`config.mk`:
```
export PLATFORM = sky130hd
export DESIGN_NAME = pe_mac_dbuf
export DESIGN_NICKNAME = d
export VERILOG_FILES = /design/src/rtl/pe_mac_dbuf.sv
export SDC_FILE = /design/constraint.sdc
export NUM_CORES = 1
export LEC_CHECK = 0
export ABC_AREA = 1
export BUFFER_PORTS_ARGS = -buffer_cell sky130_fd_sc_hd__buf_2
export CAP_MARGIN = 15
export CORE_MARGIN = 2
export CORE_UTILIZATION = 25
export DETAILED_ROUTE_END_ITERATION = 7
export GPL_TIMING_DRIVEN = 0
export PLACE_DENSITY_LB_ADDON = 0.15
export SKIP_CTS_REPAIR_TIMING = 1
export SLEW_MARGIN = 20
export SYNTH_ARGS = -nofsm -noshare
export SYNTH_HDL_FRONTEND = slang
export SYNTH_SLANG_ARGS = --single-unit
```
`constraint.sdc`:
```
create_clock -name clk -period 19.1 [get_ports clk]
set_clock_uncertainty 0.05 [all_clocks]
set_input_delay 1.91 -clock clk [delete_from_list [all_inputs] [get_ports clk]]
set_output_delay 1.91 -clock clk [all_outputs]
set_load 0.03 [all_outputs]
```
`src/rtl/pe_mac_dbuf.sv`:
```
// Systolic-array processing element with a double-buffered stationary operand.
// The shadow register fills through the neighbour shift chain while the active
// register feeds the MAC. Weights stream horizontally and partial sums flow
// vertically. The block supports signed or unsigned arithmetic, optional
// saturation, a sticky overflow flag and a per-PE bypass.
module pe_mac_dbuf #(
  parameter int unsigned DATA_W = 8,
  parameter int unsigned PSUM_W = 20,
  parameter bit          SIGNED = 1'b1,
  parameter bit          SAT    = 1'b1
) (
  input  logic              clk,
  input  logic              rst_n,
  input  logic              load_en,
  input  logic [DATA_W-1:0] stat_i,
  output logic [DATA_W-1:0] stat_o,
  input  logic              swap,
  input  logic              valid_i,
  input  logic [DATA_W-1:0] weight_i,
  input  logic [PSUM_W-1:0] psum_i,
  input  logic              bypass,
  input  logic              clr_ovf,
  output logic              valid_o,
  output logic [DATA_W-1:0] weight_o,
  output logic [PSUM_W-1:0] psum_o,
  output logic              ovf_o
);

  localparam int unsigned PROD_W = 2 * DATA_W;
  localparam int unsigned SUM_W  = PSUM_W + 1;

  if (PSUM_W < 2 * DATA_W) begin : g_bad_psum_w
    $error("pe_mac_dbuf: PSUM_W must be >= 2*DATA_W");
  end

  logic [DATA_W-1:0] shadow_q, active_q, weight_q;
  logic [PSUM_W-1:0] psum_q, psum_d;
  logic              valid_q, ovf_q, ovf_d;

  logic [PROD_W-1:0] op_a, op_w, prod;
  logic [SUM_W-1:0]  prod_ext, psum_ext, sum;
  logic              over_hi, over_lo;
  logic [PSUM_W-1:0] bound_hi, bound_lo, mac_res;

  // Multiply-accumulate datapath. Operands are extended to the full product
  // width, so the low PROD_W bits of the product are correct in either mode.
  // The extra sum bit always holds the exact result, because the product
  // magnitude is at most 2^(PSUM_W-2) (signed) or below 2^PSUM_W (unsigned).
  always_comb begin
    if (SIGNED) begin
      op_a     = {{DATA_W{active_q[DATA_W-1]}}, active_q};
      op_w     = {{DATA_W{weight_i[DATA_W-1]}}, weight_i};
    end else begin
      op_a     = {{DATA_W{1'b0}}, active_q};
      op_w     = {{DATA_W{1'b0}}, weight_i};
    end
    prod = op_a * op_w;
    if (SIGNED) begin
      prod_ext = {{(SUM_W - PROD_W){prod[PROD_W-1]}}, prod};
      psum_ext = {psum_i[PSUM_W-1], psum_i};
    end else begin
      prod_ext = {{(SUM_W - PROD_W){1'b0}}, prod};
      psum_ext = {1'b0, psum_i};
    end
    sum = psum_ext + prod_ext;
  end

  // Range detection and clamping of the extended sum.
  always_comb begin
    if (SIGNED) begin
      // The top two bits disagree only when the result leaves the PSUM_W range.
      over_hi  = ~sum[SUM_W-1] & sum[SUM_W-2];
      over_lo  = sum[SUM_W-1] & ~sum[SUM_W-2];
      bound_hi = {1'b0, {(PSUM_W - 1){1'b1}}};
      bound_lo = {1'b1, {(PSUM_W - 1){1'b0}}};
    end else begin
      over_hi  = sum[SUM_W-1];
      over_lo  = 1'b0;
      bound_hi = {PSUM_W{1'b1}};
      bound_lo = {PSUM_W{1'b0}};
    end
    if (SAT && over_hi) begin
      mac_res = bound_hi;
    end else if (SAT && over_lo) begin
      mac_res = bound_lo;
    end else begin
      mac_res = sum[PSUM_W-1:0];
    end
  end

  // Next-state values for the result register and the sticky flag.
  always_comb begin
    psum_d = psum_q;
    ovf_d  = ovf_q;
    if (valid_i) begin
      psum_d = bypass ? psum_i : mac_res;
    end
    // Setting the flag takes priority over a same-cycle clear.
    if (valid_i && !bypass && (over_hi || over_lo)) begin
      ovf_d = 1'b1;
    end else if (clr_ovf) begin
      ovf_d = 1'b0;
    end
  end

  // Double buffer: swap reads the pre-edge shadow, so a same-cycle load is safe.
  always_ff @(posedge clk) begin
    if (!rst_n) begin
      shadow_q <= '0;
      active_q <= '0;
    end else begin
      if (load_en) begin
        shadow_q <= stat_i;
      end
      if (swap) begin
        active_q <= shadow_q;
      end
    end
  end

  // Pipeline registers for the valid flag, weight, partial sum and overflow flag.
  always_ff @(posedge clk) begin
    if (!rst_n) begin
      valid_q  <= 1'b0;
      weight_q <= '0;
      psum_q   <= '0;
      ovf_q    <= 1'b0;
    end else begin
      valid_q <= valid_i;
      if (valid_i) begin
        weight_q <= weight_i;
      end
      psum_q <= psum_d;
      ovf_q  <= ovf_d;
    end
  end

  assign stat_o   = shadow_q;
  assign valid_o  = valid_q;
  assign weight_o = weight_q;
  assign psum_o   = psum_q;
  assign ovf_o    = ovf_q;

endmodule

```
==> results by group, run 1 <==
Yosys
  • Synthesized area: 5960 sq um
  • Yosys warns: 0
  • Post-Synth Simple-Gate Area: 22.3%
  • Syn Area/Cell: 7.40 sq um
  • Synth Area in XOR/XNOR: 0.441%
  • Mux cell area share after synthesis: 0%
  • Gate Count Post-Synth: 805
  • Post-synthesis cell type count: 30
  • Main combinational cell family by area after synthesis: adder cells
  • Post-synthesis sequential area ratio: 15.5%
  • Syn nets: 990
  • Compound-gate portion of the synthesized area: 7.56%
  • Yosys reg bits: 46
  • Adder-cell share of the synthesized area: 41.4%

Global routing
  • Largest net degree at the start of global routing: 16
  • Initial antenna violation count: 0
  • Global route overflow: 0
  • GRT Resource Usage Total: 13.6%
  • First-pass GRT wire length: 26400 microns
  • Vias in the first global route: 4972

Critical path
  • Crit-path max FO: 12
  • Worst EP arrival: 8.24 ns
  • CP max stage cell: inv_1
  • R2R cell count: 27
  • Worst R2R Start: active_q[7]
  • Crit path max-delay family: adder cells
  • Worst reg-to-reg setup slack: 12.31 ns
  • Crit Reg-Reg Endpoint: psum_o[13]
  • Crit path top cell by count: nand2_1
  • CP max stage delay: 0.59 ns
  • Setup CP Type: in -> reg
  • Worst setup SP type: input pin
  • Critical Path RT: 19.22 ns
  • CP bufs+invs: 5
  • Worst setup EP type: register

Placement
  • I/O Buffers: 73
  • Dpl hpwl: 14000 microns
  • Place WS: 10.57 ns
  • Gp weighted congestion: 0.793

Run
  • Max-Cap Viols: 0

Floorplanning
  • Core ar.: 23400 sq um
  • Die Span Y: 158 microns
  • Initial Utilization: 25.5%
  • Top Ports: 81
  • Site Rows: 56
  • Chip Width: 158 microns
  • Die footprint: 25100 sq um

STA
  • Setup violators final: 0
  • Fin. max-slew vios: 0
  • FMAX: 0.123 GHz
  • RSZ-0062 raised after global routing: false
  • Setup_tns: 0 ns
  • Fin Hold WS: 0.415 ns
  • Final WS setup: 10.98 ns
  • Hold Fails Final Rpt: 0
  • Fin crit share: 42.5%
  • Crit path time final: 8.12 ns
  • Slew margin rel.: 49.2%
  • Worst-Margin Slew: 0.761 ns

Drt
  • DR pass1 iterations: 4
  • DRC: 0
  • Detailed-route wire length: 16300 microns
  • Post-DR wirelength/cell: 13.5 microns
  • Routed via count: 4967
  • Via density: 4.12
  • DR iter-0 viols: 188
  • Detail Route Antenna Nets: 0

Pwr
  • Static Leak: 0.00389 uW
  • Tot Pwr: 957 uW
  • Worst vdd ir: 0.0528 mV
  • P per Cell Area: 138 nW/um^2

Layout
  • Commonest non-fill, non-tap cell in the layout: nand2_1
  • FILL cells: 2675
  • Final core utilization: 29.6%
  • Nets: 1070
  • Layout cells sized above 1: 12.1%
  • Diodes inserted: 0
  • Commonest cells after routing, fill and taps aside: nand2_1, inv_1, fa_1, nor2_1, buf_2
  • Area Overhead vs Synth: 16.1%

Clock network
  • Sink Count: 46
  • Max Root-Sink Buffers: 2
  • Root Buffer: clkbuf_16
  • H-tree levels: 2
  • CTS tree: done
  • CTS clk-pin slew, worst paths: 0.07 ns
  • Worst skew pair latency: 0.30 ns
  • CTS Buf Count: 5

Status
  • Status: finished clean

Hold path
  • Min-delay src: psum_o[14]
  • Min-Delay Path Depth: 2
  • Worst Hold Path EP: psum_o[14]
  • Hold crit path type: reg -> reg
## power by group
part	switching [uW]	total, uW	internal [uW]
logic	459	716	256
registers	8.29	121	113
clock network	45.4	121	75.4
## per-layer routing
| metal | vias up | wire [microns] | global-route usage (%) |
|---|---|---|---|
| met5 | - | 0 | 0 |
| met4 | 0 | 81 | 1.80 |
| met3 | 7 | 501 | 1.91 |
| met2 | 64 | 7840 | 23.3 |
| met1 | 2336 | 7890 | 18.8 |
| li1 | 2560 | - | - |
## worst max path at each step
stage          cells past startpoint  slack [ns]         end   startpoint
2_1_floorplan                     29       11.78   psum_o[7]  weight_i[0]
3_3_place_gp                      27       10.55  psum_o[13]  weight_i[0]
3_5_place_dp                      27       10.57  psum_o[13]  weight_i[0]
4_1_cts                           27       10.89  psum_o[13]  weight_i[0]
5_1_grt                           27       10.43  psum_o[13]  weight_i[0]
6_report                          27       10.98  psum_o[13]  weight_i[0]
## state kept, by name (all words and copies together) (netlist names)
| name | flops |
|---|---|
| psum_o | 20 |
| valid_o | 1 |
| weight_o | 8 |
| active_q | 8 |
| stat_o | 8 |
| ovf_o | 1 |
## area by class of cell
cell class	instances	area, sq um	area share, %
Inverter	175	657	9.50
Clock buffer	5	125	1.81
Timing Repair Buffer	73	365	5.28
Multi-Input combinational cell	556	4270	61.8
Sequential cell	46	921	13.3
Buffer	28	108	1.56
Tap cell	319	399	5.77
Clock inverter	3	68.8	0.995
## stage by stage
| stage | instances | area [sq um] |
|---|---|---|
| finish | 1205 | 6920 |
| CTS | 1205 | 6920 |
| global placement | 1197 | 6720 |
| global route | 1205 | 6920 |
| detailed placement | 1197 | 6720 |
| floorplan | 805 | 5960 |
## cells in the mapped netlist, drive strengths merged
master	n	area share (%)
xnor2	2	0.29
nor2	86	5.7
inv	173	11
or2	3	0.31
xor2	1	0.15
and2	2	0.21
o21ai	51	4.3
nand2	199	13
a21o	2	0.25
buf	3	0.23
clkinv	2	0.13
clkbuf	25	1.6
fa	92	31
nand3b	2	0.25
dfxtp	46	15
nand3	29	2.5
nor3	1	0.084
a21oi	33	3.0
ha	50	10
nand4	3	0.31
## cell families (layout without fill, tap and decap cells)
family          Yosys count  in the layout
buf+inv                 203            284
simple gates            325            325
flops                    46             46
fa+ha+maj               142            142
compound gates           86             86
xor+xnor                  3              3
## worst register-to-register path, delay by kind of cell (launching register included)
kind	cells	cell delay, ns
adder cells (fa/ha/maj)	7	2.90
AND/OR/NAND/NOR	12	1.51
AO/OA/AOI/OAI	3	0.41
flip-flops	1	0.31
buffers and inverters	5	1.46
No activity file was read; power rests on OpenSTA's default activity.
==> run 2: changes to the inputs <==
Settings changed: ABC_AREA 1 to 0.
Clock period 19.1 ns to 7.7 ns, I/O delays scaled along.
==> run 2 against run 1 <==
Compared with the run above:
- first-iteration DRC count is 23% lower
- final cell count fell by 15%
- flip-flop and latch count unchanged
- design area fell by 1.3%
- combinational power rose by 33%
- critical endpoint is now psum_o[15]
- core utilization decreased by 0.22 points
- sequential share of layout area grew 0.18 points
- critical path depth decreased by 4
- area after synthesis is 1.2% lower
- worst hold slack better by 0.0080 ns
- clock power is 110% higher
- total power grew 58%
==> results by group, run 2 <==
Yosys
  • Most numerous cell in the Yosys netlist: inv_1
  • Syn Area/Cell: 9.51 sq um (+28%)
  • Yosys reg bits: 46 (unchanged)
  • Post-synth EDFFs: 0 (unchanged)
  • Main area contributors after synthesis: fa_1, dfxtp_1, ha_1
  • Ys flop type: dfxtp_1
  • Gate Count Post-Synth: 619 (-23%)
  • Leading area contributor after synthesis: fa_1
  • Post-synthesis sequential area ratio: 15.6% (+0.19 points)
  • Yosys warns: 0 (unchanged)
  • Yosys top cell area share: 31.3% (+0.37 points)
  • Syn nets: 804 (-19%)
  • Post-synthesis cell type count: 50 (+67%)
  • Synth cell count leaders: inv_1, fa_1, ha_1, nand2_1, dfxtp_1
  • Synthesized area: 5890 sq um (-1.2%)
  • Post-synth ARST share: 0% (unchanged)

STA
  • Slew margin rel.: 49.2% (about the same)
  • Worst-Margin Slew: 0.761 ns (+0.000418 ns)
  • Crit path time final: 7.08 ns
  • Fin. max-slew vios: 0 (unchanged)
  • RSZ-0062 raised after global routing: false
  • Fin crit share: 91.9%
  • Setup violators final: 0 (unchanged)
  • Final WS setup: 0.624 ns (-10.35 ns)
  • FMAX: 0.141 GHz
  • Fin Hold WS: 0.423 ns (+0.00795 ns)
  • Hold Fails Final Rpt: 0 (unchanged)

Hold path
  • Worst Hold Path EP: psum_o[7]
  • Min-Delay Path Depth: 2 (unchanged)
  • Min-delay src: psum_o[7]
  • Hold crit path type: reg -> reg

Run
  • Max-Cap Viols: 0 (unchanged)

Pwr
  • Static Leak: 0.00329 uW (-15%)
  • Worst vdd ir: 0.0866 mV (+64%)
  • P per Cell Area: 221 nW/um^2 (+60%)
  • Tot Pwr: 1510 uW (+58%)

Critical path
  • CP max stage delay: 0.58 ns (about the same)
  • WP depth: 23 (-15%)
  • Worst EP arrival: 7.28 ns (-0.96 ns)
  • Critical-path cell list: clkbuf_1 > and2_2 > inv_1 > fa_1 > inv_1 > fa_1 > fa_1 > fa_1 > fa_1 > ha_1 > nand4_1 > a31oi_2 > nand2_1 > a31oi_4 > xor2_1 > ha_1 > buf_2 > nor2_1 > a21oi_1 > o21ai_0 > nor3b_1 > mux2i_1 > nand2_1
  • Worst reg-to-reg setup slack: 0.92 ns (-11.39 ns)
  • R2R cell count: 22 (-19%)
  • Worst setup startpoint: weight_i[0]
  • CP bufs+invs: 4 (-1)
  • Worst setup EP type: register
  • CP max stage cell: fa_1
  • Worst R2R Start: active_q[7]
  • Crit Reg-Reg Endpoint: psum_o[15]
  • Worst setup SP type: input pin
  • Crit path max-delay family: adder cells
  • Setup CP Type: in -> reg
  • Critical Path RT: 7.90 ns (-11.32 ns)
  • Crit-path max FO: 13 (+1)
  • Crit path top cell by count: fa_1

Status
  • Status: finished clean

Drt
  • Post-DR wirelength/cell: 14.7 microns (+8.9%)
  • Metal2 WL: 7610 microns (-3.0%)
  • Via density: 4.37 (+6.1%)
  • DRT met1 WL: 6490 microns (-18%)
  • DR iter-0 viols: 145 (-23%)
  • Detailed-route wire length: 15000 microns (-7.8%)
  • Routed via count: 4462 (-10%)
  • Detail Route Antenna Nets: 0 (unchanged)
  • DRC: 0 (unchanged)
  • Metal3 WL: 547 microns (+9.2%)
  • DR pass1 iterations: 4 (unchanged)
  • Top sig layer: met4

Layout
  • Commonest non-fill, non-tap cell in the layout: inv_1
  • Final core utilization: 29.3% (-0.22 points)
  • Area Overhead vs Synth: 15.9%
  • Final Cell Area: 6830 sq um (-1.3%)
  • Largest register FFs: 20 (unchanged)
  • FILL cells: 2544 (-4.9%)
  • Diodes inserted: 0 (unchanged)
  • Nets: 885 (-17%)
  • Layout cells sized above 1: 14.7% (+2.6 points)
  • Commonest cells after routing, fill and taps aside: inv_1, fa_1, buf_2, nand2_1, ha_1

Floorplanning
  • Initial Utilization: 25.3% (-0.15 points)
  • Die Span Y: 157 microns (-0.58%)
  • Top Ports: 81 (unchanged)
  • Die footprint: 24800 sq um (-1.2%)
  • Site Rows: 56 (unchanged)
  • Chip Width: 157 microns (-0.58%)
  • Core ar.: 23300 sq um (-0.60%)

Clock network
  • H-tree levels: 2 (unchanged)
  • Root Buffer: clkbuf_16
  • CTS clk-pin slew, worst paths: 0.07 ns (about the same)
  • CTS Buf Count: 5 (unchanged)
  • Sink Count: 46 (unchanged)
  • Max Root-Sink Buffers: 2 (unchanged)
  • CTS tree: done
  • Worst skew pair latency: 0.30 ns (about the same)

Placement
  • I/O Buffers: 74 (+1.4%)
  • Dpl hpwl: 13100 microns (-6.4%)
  • Place WS: -0.0411 ns (-10.61 ns)
  • Placed cell area: 6660 sq um (-0.99%)
  • Gp weighted congestion: 0.820 (+3.5%)

Global routing
  • Largest net degree at the start of global routing: 15 (-1)
  • Vias in the first global route: 4742 (-4.6%)
  • Initial antenna violation count: 0 (unchanged)
  • GRT Resource Usage Total: 12.7% (-0.91 points)
  • Global route overflow: 0 (unchanged)
  • First-pass GRT wire length: 24600 microns (-7.1%)
-- run 2: worst reg2reg max path, stage by stage (launching register included) --
cell and delay [ns]:
dfxtp_1 0.50, and2_2 0.54, inv_1 0.11, fa_1 0.50, inv_1 0.05, fa_1 0.48
fa_1 0.58, fa_1 0.45, fa_1 0.47, ha_1 0.38, nand4_1 0.17, a31oi_2 0.33
nand2_1 0.18, a31oi_4 0.22, xor2_1 0.24, ha_1 0.19, buf_2 0.22, nor2_1 0.14
a21oi_1 0.29, o21ai_0 0.22, nor3b_1 0.24, mux2i_1 0.10, nand2_1 0.08
-- run 2: metrics by stage --
step | TNS [ns] | instances
after floorplan | 0 | 619
after global placement | -0.0461 | 1012
after detailed placement | -0.0411 | 1012
after CTS | 0 | 1020
after global routing | 0 | 1020
final | 0 | 1020
-- run 2: report_power, final --
part	switching [uW]	internal, uW
registers	22.7	279
clock network	98.5	153
logic	588	366
-- run 2: area by class of cell --
type                    count  area [sq um]  area share (%)
clock buffers               6           129            1.89
repair buffers             74           370            5.43
plain buffers              27           110            1.61
clock inverters             2          37.5           0.550
multi-input cells         446          4480            65.7
flip-flops and latches     46           921            13.5
inverters                 100           375            5.50
well taps                 319           399            5.85
-- run 2: worst max path at each step --
| stage | end | slack [ns] |
|---|---|---|
| 6_report | psum_o[15] | 0.62 |
| 5_1_grt | psum_o[15] | 0.1 |
| 4_1_cts | psum_o[15] | 0.22 |
| 3_5_place_dp | psum_o[15] | -0.04 |
| 3_3_place_gp | psum_o[15] | -0.05 |
| 2_1_floorplan | psum_o[17] | 1.04 |
-- run 2: metal layers --
metal  global-route usage, %  vias to the layer above
li1                        -                     2144
met1                    16.3                     2214
met2                    22.2                       88
met3                    1.38                       16
met4                    4.29                        0
met5                       0                        -
-- run 2: kinds of logic (layout without fill, tap and decap cells) --
logic type	count (synthesis)	count (layout)	share of synthesized area (%)
compound gates	107	107	13.3
xor+xnor	17	17	2.66
simple gates	148	148	12.9
mux	32	32	5.44
fa+ha+maj	142	142	41.9
buf+inv	127	209	8.24
flops	46	46	15.6
